**src/rtl/pc_branch_if.sv**
```systemverilog
// Control-flow request/response bundle between the instruction sequencer and pc_branch_unit,
// including the CON FF strobe/result pair.
interface pc_branch_if;
  logic        fetch;
  logic        start;
  logic [31:0] ir;
  logic [31:0] ra_val;
  logic        con_q;
  logic        con_in;
  logic [31:0] pc_out;
  logic [31:0] link_out;
  logic        link_we;
  logic        busy;
  logic        done;
  logic        taken;

  modport master (
    output fetch, start, ir, ra_val, con_q,
    input  con_in, pc_out, link_out, link_we, busy, done, taken
  );

  modport slave (
    input  fetch, start, ir, ra_val, con_q,
    output con_in, pc_out, link_out, link_we, busy, done, taken
  );
endinterface

```
**src/rtl/pc_branch_unit.sv**
```systemverilog
// Program-counter owner and branch/jump sequencer: increments PC on fetch, resolves br through
// the CON FF, and redirects PC for jr/jal (jal also emits a link write).
module pc_branch_unit #(
  parameter logic [31:0] PC_RESET = 32'h0000_0000,
  parameter logic [4:0]  OP_BR    = 5'b10011,
  parameter logic [4:0]  OP_JR    = 5'b10100,
  parameter logic [4:0]  OP_JAL   = 5'b10101,
  parameter int unsigned CON_WAIT = 2
) (
  input logic        clk,
  input logic        rst_n,
  pc_branch_if.slave bus
);

  localparam logic [2:0] CNT_INIT = 3'(CON_WAIT);

  typedef enum logic [2:0] {
    S_IDLE,
    S_DECODE,
    S_CON,
    S_WAIT,
    S_UPDATE,
    S_DONE
  } state_t;

  state_t      state, next_state;

  logic [4:0]  op_q;
  logic [18:0] c2_q;
  logic [31:0] ra_q;
  logic [31:0] pc_q;
  logic [31:0] link_q;
  logic [2:0]  cnt_q;
  logic        link_we_q, taken_q;
  logic        con_in_q, done_q, busy_q;
  logic        con_in_d, done_d, busy_d;
  logic [31:0] br_offset;

  assign br_offset = {{13{c2_q[18]}}, c2_q};

  // State register
  always_ff @(posedge clk or negedge rst_n) begin
    // NOTE: sequential state uses non-blocking (<=) so every flop samples pre-edge values.
    if (!rst_n) state <= S_IDLE;
    else        state <= next_state;
  end

  // Next-state logic
  always_comb begin
    // NOTE: default first, so every path assigns next_state and no latch is inferred.
    next_state = state;
    case (state)
      S_IDLE:   if (bus.start) next_state = S_DECODE;
      S_DECODE: begin
        if (op_q == OP_BR)                          next_state = S_CON;
        else if (op_q == OP_JR || op_q == OP_JAL)   next_state = S_UPDATE;
        else                                        next_state = S_DONE;
      end
      S_CON:    next_state = S_WAIT;
      S_WAIT:   if (cnt_q <= 3'd1) next_state = S_UPDATE;
      S_UPDATE: next_state = S_DONE;
      S_DONE:   next_state = S_IDLE;
      default:  next_state = S_IDLE;
    endcase
  end

  // Output decode on next_state so the registered strobes line up with the state they belong to
  always_comb begin
    con_in_d = (next_state == S_CON);
    done_d   = (next_state == S_DONE);
    busy_d   = (next_state != S_IDLE);
  end

  always_ff @(posedge clk or negedge rst_n) begin
    if (!rst_n) begin
      pc_q      <= PC_RESET;
      link_q    <= '0;
      link_we_q <= 1'b0;
      taken_q   <= 1'b0;
      op_q      <= '0;
      c2_q      <= '0;
      ra_q      <= '0;
      cnt_q     <= '0;
      con_in_q  <= 1'b0;
      done_q    <= 1'b0;
      busy_q    <= 1'b0;
    end else begin
      con_in_q  <= con_in_d;
      done_q    <= done_d;
      busy_q    <= busy_d;
      link_we_q <= 1'b0;
      case (state)
        S_IDLE: begin
          // fetch and start may coincide: the increment lands first, a later target builds on it
          if (bus.fetch) pc_q <= pc_q + 32'd1;
          if (bus.start) begin
            op_q    <= bus.ir[31:27];
            c2_q    <= bus.ir[18:0];
            ra_q    <= bus.ra_val;
            taken_q <= 1'b0;
          end
        end
        S_CON:  cnt_q <= CNT_INIT;
        S_WAIT: cnt_q <= cnt_q - 3'd1;
        S_UPDATE: begin
          if (op_q == OP_BR) begin
            if (bus.con_q) pc_q <= pc_q + br_offset;
            taken_q <= bus.con_q;
          end else begin
            pc_q    <= ra_q;
            taken_q <= 1'b1;
            if (op_q == OP_JAL) begin
              link_q    <= pc_q;
              link_we_q <= 1'b1;
            end
          end
        end
        default: ;
      endcase
    end
  end

  assign bus.con_in   = con_in_q;
  assign bus.pc_out   = pc_q;
  assign bus.link_out = link_q;
  assign bus.link_we  = link_we_q;
  assign bus.busy     = busy_q;
  assign bus.done     = done_q;
  assign bus.taken    = taken_q;

endmodule
```
**src/flat_wrapper.sv**
```systemverilog
// flat-port wrapper written by rule: the top's interface ports become plain ports
module pc_branch_unit_flat 
#(
  parameter logic [31:0] PC_RESET = 32'h0000_0000,
  parameter logic [4:0]  OP_BR    = 5'b10011,
  parameter logic [4:0]  OP_JR    = 5'b10100,
  parameter logic [4:0]  OP_JAL   = 5'b10101,
  parameter int unsigned CON_WAIT = 2
)
  (clk, rst_n, bus_fetch, bus_start, bus_ir, bus_ra_val, bus_con_q, bus_con_in, bus_pc_out, bus_link_out, bus_link_we, bus_busy, bus_done, bus_taken);
  pc_branch_if bus_i ();
  input logic clk;
  input logic rst_n;
  input wire logic [$bits(bus_i.fetch)-1:0] bus_fetch;
  input wire logic [$bits(bus_i.start)-1:0] bus_start;
  input wire logic [$bits(bus_i.ir)-1:0] bus_ir;
  input wire logic [$bits(bus_i.ra_val)-1:0] bus_ra_val;
  input wire logic [$bits(bus_i.con_q)-1:0] bus_con_q;
  output wire logic [$bits(bus_i.con_in)-1:0] bus_con_in;
  output wire logic [$bits(bus_i.pc_out)-1:0] bus_pc_out;
  output wire logic [$bits(bus_i.link_out)-1:0] bus_link_out;
  output wire logic [$bits(bus_i.link_we)-1:0] bus_link_we;
  output wire logic [$bits(bus_i.busy)-1:0] bus_busy;
  output wire logic [$bits(bus_i.done)-1:0] bus_done;
  output wire logic [$bits(bus_i.taken)-1:0] bus_taken;
  assign bus_i.fetch = bus_fetch;
  assign bus_i.start = bus_start;
  assign bus_i.ir = bus_ir;
  assign bus_i.ra_val = bus_ra_val;
  assign bus_i.con_q = bus_con_q;
  assign bus_con_in = bus_i.con_in;
  assign bus_pc_out = bus_i.pc_out;
  assign bus_link_out = bus_i.link_out;
  assign bus_link_we = bus_i.link_we;
  assign bus_busy = bus_i.busy;
  assign bus_done = bus_i.done;
  assign bus_taken = bus_i.taken;
  pc_branch_unit #(.PC_RESET(PC_RESET), .OP_BR(OP_BR), .OP_JR(OP_JR), .OP_JAL(OP_JAL), .CON_WAIT(CON_WAIT)) u_core (.clk(clk), .rst_n(rst_n), .bus(bus_i));
endmodule
```
**config.mk**
```make
export PLATFORM = sky130hd
export DESIGN_NAME = pc_branch_unit_flat
export DESIGN_NICKNAME = d
export VERILOG_FILES = /design/src/rtl/pc_branch_if.sv /design/src/rtl/pc_branch_unit.sv /design/src/flat_wrapper.sv
export SDC_FILE = /design/constraint.sdc
export NUM_CORES = 1
export LEC_CHECK = 0
export ABC_AREA = 1
export CORE_MARGIN = 2
export CORE_UTILIZATION = 55
export CTS_BUF_LIST = sky130_fd_sc_hd__clkbuf_2 sky130_fd_sc_hd__clkbuf_4 sky130_fd_sc_hd__clkbuf_8
export DETAILED_ROUTE_END_ITERATION = 6
export PLACE_DENSITY_LB_ADDON = 0.1
export SLEW_MARGIN = 20
export SYNTH_ARGS = -nofsm -noshare
export SYNTH_HDL_FRONTEND = slang
export SYNTH_SLANG_ARGS = --single-unit
```
**constraint.sdc**
```tcl
create_clock -name clk -period 4.35 [get_ports clk]
set_input_delay 0.87 -clock clk [delete_from_list [all_inputs] [get_ports clk]]
set_output_delay 0.87 -clock clk [all_outputs]
set_load 0.02 [all_outputs]
```
==> results by group <==
Clocking
  – CTS tree: done
  – CTS root buf: clkbuf_8
  – Clock latency at the later pin of the worst-skew pair: 0.46 ns
  – Sink Count: 131
  – Cts hold-fix bufs: 0
  – Setup Fix Bufs, Post-CTS: 0
  – Reg clk slew, reported paths: 0.08 ns
  – Post_cts resized: 0
  – CTS Buf Count: 17
  – CTS H-Tree Depth: 4
  – Clock Path Buffers: 2

Critical path
  – Worst Setup Start Kind: flop
  – Slowest-stage cell, CP: o21ai_0
  – Critical path fanouts, max: 6
  – Crit end category: flop
  – Most frequent CP cell: nand2_1
  – Worst-path cell chain: ha_1 > fa_1 > nand3_1 > nand3_1 > nand2_1 > nand2_1 > nand2_1 > nand2_1 > o21ai_0 > a21oi_1
  – Worst reg-to-reg path cell count: 10
  – Worst reg2reg path endpoint: u_core.bus.pc_out[18]
  – Max incr delay on CP: 0.49 ns
  – Critical Path AT: 2.94 ns
  – Crit. Startpoint: u_core.bus.pc_out[0]
  – RR Startpoint: u_core.bus.pc_out[0]
  – Setup CP Type: reg2reg
  – Worst Setup EP: u_core.bus.pc_out[18]
  – CP Data Required Time: 4.67 ns
  – Reg2Reg Setup Slack: 1.73 ns

Place
  – GPL Wtd Cong: 0.9290
  – Placed Cells: 1,619
  – DP HPWL: 18,910 um
  – Number of port buffers: 129
  – Pre-CTS WS: 1.520 ns
  – Total placed instance area: 10,250 sq um

Synth
  – Sequential area share after synthesis: 37.22%
  – Number of synthesized flops with an enable pin: 0
  – Mean Syn Cell Area: 6.754 sq um
  – Syn. warnings: 0
  – Mapped Area: 8807 sq um
  – Netlist cell types: 43
  – Primary FF master, synth: dfrtp_1
  – Synth area leaders: dfrtp_1 (37%), nand2_1 (20%), inv_1 (8.1%)
  – Yosys top cell area share: 37.22%
  – Area leader, netlist: dfrtp_1
  – Post-synth ARST share: 100.0%
  – Mapped Cells: 1,304
  – Syn Nets: 1,408
  – #FFs+latches synth: 131

Run
  – Max_cap viols: 0

Hold path
  – Worst min-delay path class: reg2reg
  – Hold_sp: u_core.bus.link_out[14]

Floorplanning
  – Core area: 15,770 sq um
  – DIE WIDTH: 130.5 um
  – Initial core utilization: 55.85%
  – Die area: 17,040 sq um
  – Die Y-Extent: 130.5 um
  – Io pins: 138
  – Std-Cell Rows: 46

Routing
  – DRT Pass-1 Iters: 6
  – Final WL: 24,610 um
  – Highest metal used: met4
  – DR vias/cell: 5.221
  – Routed wl met2: 10,690 um
  – Routed length on met1: 11,490 um
  – Met3 WL: 1692 um
  – WL/cell: 14.90 um
  – DRC violation count after routing: 0
  – Post-DRT Antenna Nets: 0
  – 1st-iter DRT viols: 810
  – Vias: 8,620

Timing
  – Clock Skews: 0.01473 ns
  – Worst setup margin: 1.733 ns
  – Minimum clock period: 2.617 ns
  – Fmax: 382.2 MHz
  – RSZ-0062 raised after global routing: false
  – Worst Tran Pin Value: 0.9864 ns
  – Crit share post-route: 60.16%
  – Setup violators final: 0
  – Slew margin rel.: 34.16%
  – Pins Over Slew Limit: 0
  – Final Hold Fails: 0
  – Fin Setup TNS: 0 ns

Layout
  – Fin nets: 1,526
  – Util after Layout: 67.50%
  – Inserted Diodes: 0
  – Final std cells w/o fill: 1,651
  – Filler cell count: 1,453
  – Final Instance Area: 10,650 sq um
  – Layout area overhead: 20.87%
  – Layout cell share with drive strength beyond 1: 5.784%

GRT
  – First-pass GRT wire length: 38,990 um
  – GRT Residual Overflow: 0
  – GRT Util Overall: 29.76%
  – Initial antenna violation count: 0
  – Pin count of the biggest net entering global routing: 74
  – Vias in the first global route: 7,823

Power
  – Pleak: 5.421 nW
  – Pwr per Cell Area: 830.8 nW/um^2
  – Worst VDD drop: 484.0 uV

Run status
  – Run status: complete, no violations
## worst max-delay path, delay by kind of cell, from the launching register on
family | cells | cell delay [ns]
AND/OR/NAND/NOR | 6 | 0.63
flip-flops | 1 | 0.47
adder cells (fa/ha/maj) | 2 | 0.78
AO/OA/AOI/OAI | 2 | 0.61
## synthesized netlist by cell type (3+ instances only)
cell	instances
nor3_1	13
nand4_1	4
nor2_4	3
buf_2	13
dfrtp_1	131
nor2_2	5
xor2_1	32
a21oi_1	88
ha_1	34
nor2_1	95
nand3_2	4
nor3_2	10
inv_2	8
a31oi_1	4
a22oi_2	3
nand3_1	53
o21ai_0	87
clkbuf_1	18
inv_1	190
nand2_1	473
a21oi_2	4
xnor2_1	4
## power by group
group / switching (mW) / internal (mW)
clock network: 0.531 / 0.530
logic: 3.41 / 1.99
registers: 0.613 / 1.78
## through the flow
stage | hold slack, ns | power [mW]
6_report | 0.4832 | 8.844
2_1_floorplan | 0.4436 | 5.987
5_1_grt | 0.5081 | 9.645
4_1_cts | 0.4866 | 8.800
3_5_place_dp | 0.4664 | 7.713
3_3_place_gp | 0.4634 | 7.605
## area by class of cell
cell class	instances	area [sq um]	share of cell area, %
clock buffer	18	247.7	2.327
clock inverter	14	151.4	1.422
inverter	199	749.5	7.040
multi-input combinational	938	4602	43.23
sequential	131	3278	30.79
tap	216	270.3	2.539
timing repair buffer	135	1346	12.65
## layer usage
layer / up-vias / track usage (%)
li1: 4309 / -
met1: 3946 / 42.98
met2: 309 / 44.85
met3: 56 / 5.537
met4: 0 / 10.76
met5: - / 0
## cells in the final DEF (no fill, tap or decap), drive strengths merged
master         count
o21bai             2
clkbuf            18
a22oi              4
fa                 1
nand2b             1
clkinvlp           2
inv              203
nand2            476
ha                34
nand4              5
o31ai              1
xor2              32
nand3             57
a31oi              4
o21ai             88
dfrtp            131
nor3              23
a31o               1
o211ai             2
and3               2
or3                1
o22ai              1
a21oi             92
and2               1
bufinv             2
nor2             103
xnor2              4
clkdlybuf4s50    128
clkinv             6
buf                7
a21o               1
nand3b             2
## cells by family after synthesis
group / synth area share, %
XOR/XNOR: 3.580
AO/OA/AOI/OAI: 12.00
flip-flops: 37.22
buffers and inverters: 10.53
adder cells (fa/ha/maj): 5.058
AND/OR/NAND/NOR: 31.61
## flip-flops by register name, summed over array words and instances, names as in the netlist
| signal | cells |
|---|---|
| u_core.bus.busy | 1 |
| u_core.op_q | 5 |
| u_core.state | 3 |
| u_core.bus.link_out | 32 |
| u_core.bus.taken | 1 |
| u_core.bus.link_we | 1 |
| u_core.bus.con_in | 1 |
| u_core.cnt_q | 3 |
| u_core.c2_q | 19 |
| u_core.bus.done | 1 |
| u_core.ra_q | 32 |
| u_core.bus.pc_out | 32 |
## how the worst min path moves through the flow
| stage | endpoint | slack (ns) | depth (start not counted) |
|---|---|---|---|
| floorplan | u_core.ra_q[2] | 0.44 | 2 |
| global placement | u_core.bus.link_out[29] | 0.46 | 2 |
| detailed placement | u_core.bus.link_out[14] | 0.47 | 2 |
| CTS | u_core.bus.link_out[14] | 0.49 | 2 |
| global route | u_core.bus.link_out[30] | 0.51 | 2 |
| finish | u_core.bus.link_out[14] | 0.48 | 2 |
(Power assumes the default switching activity.)
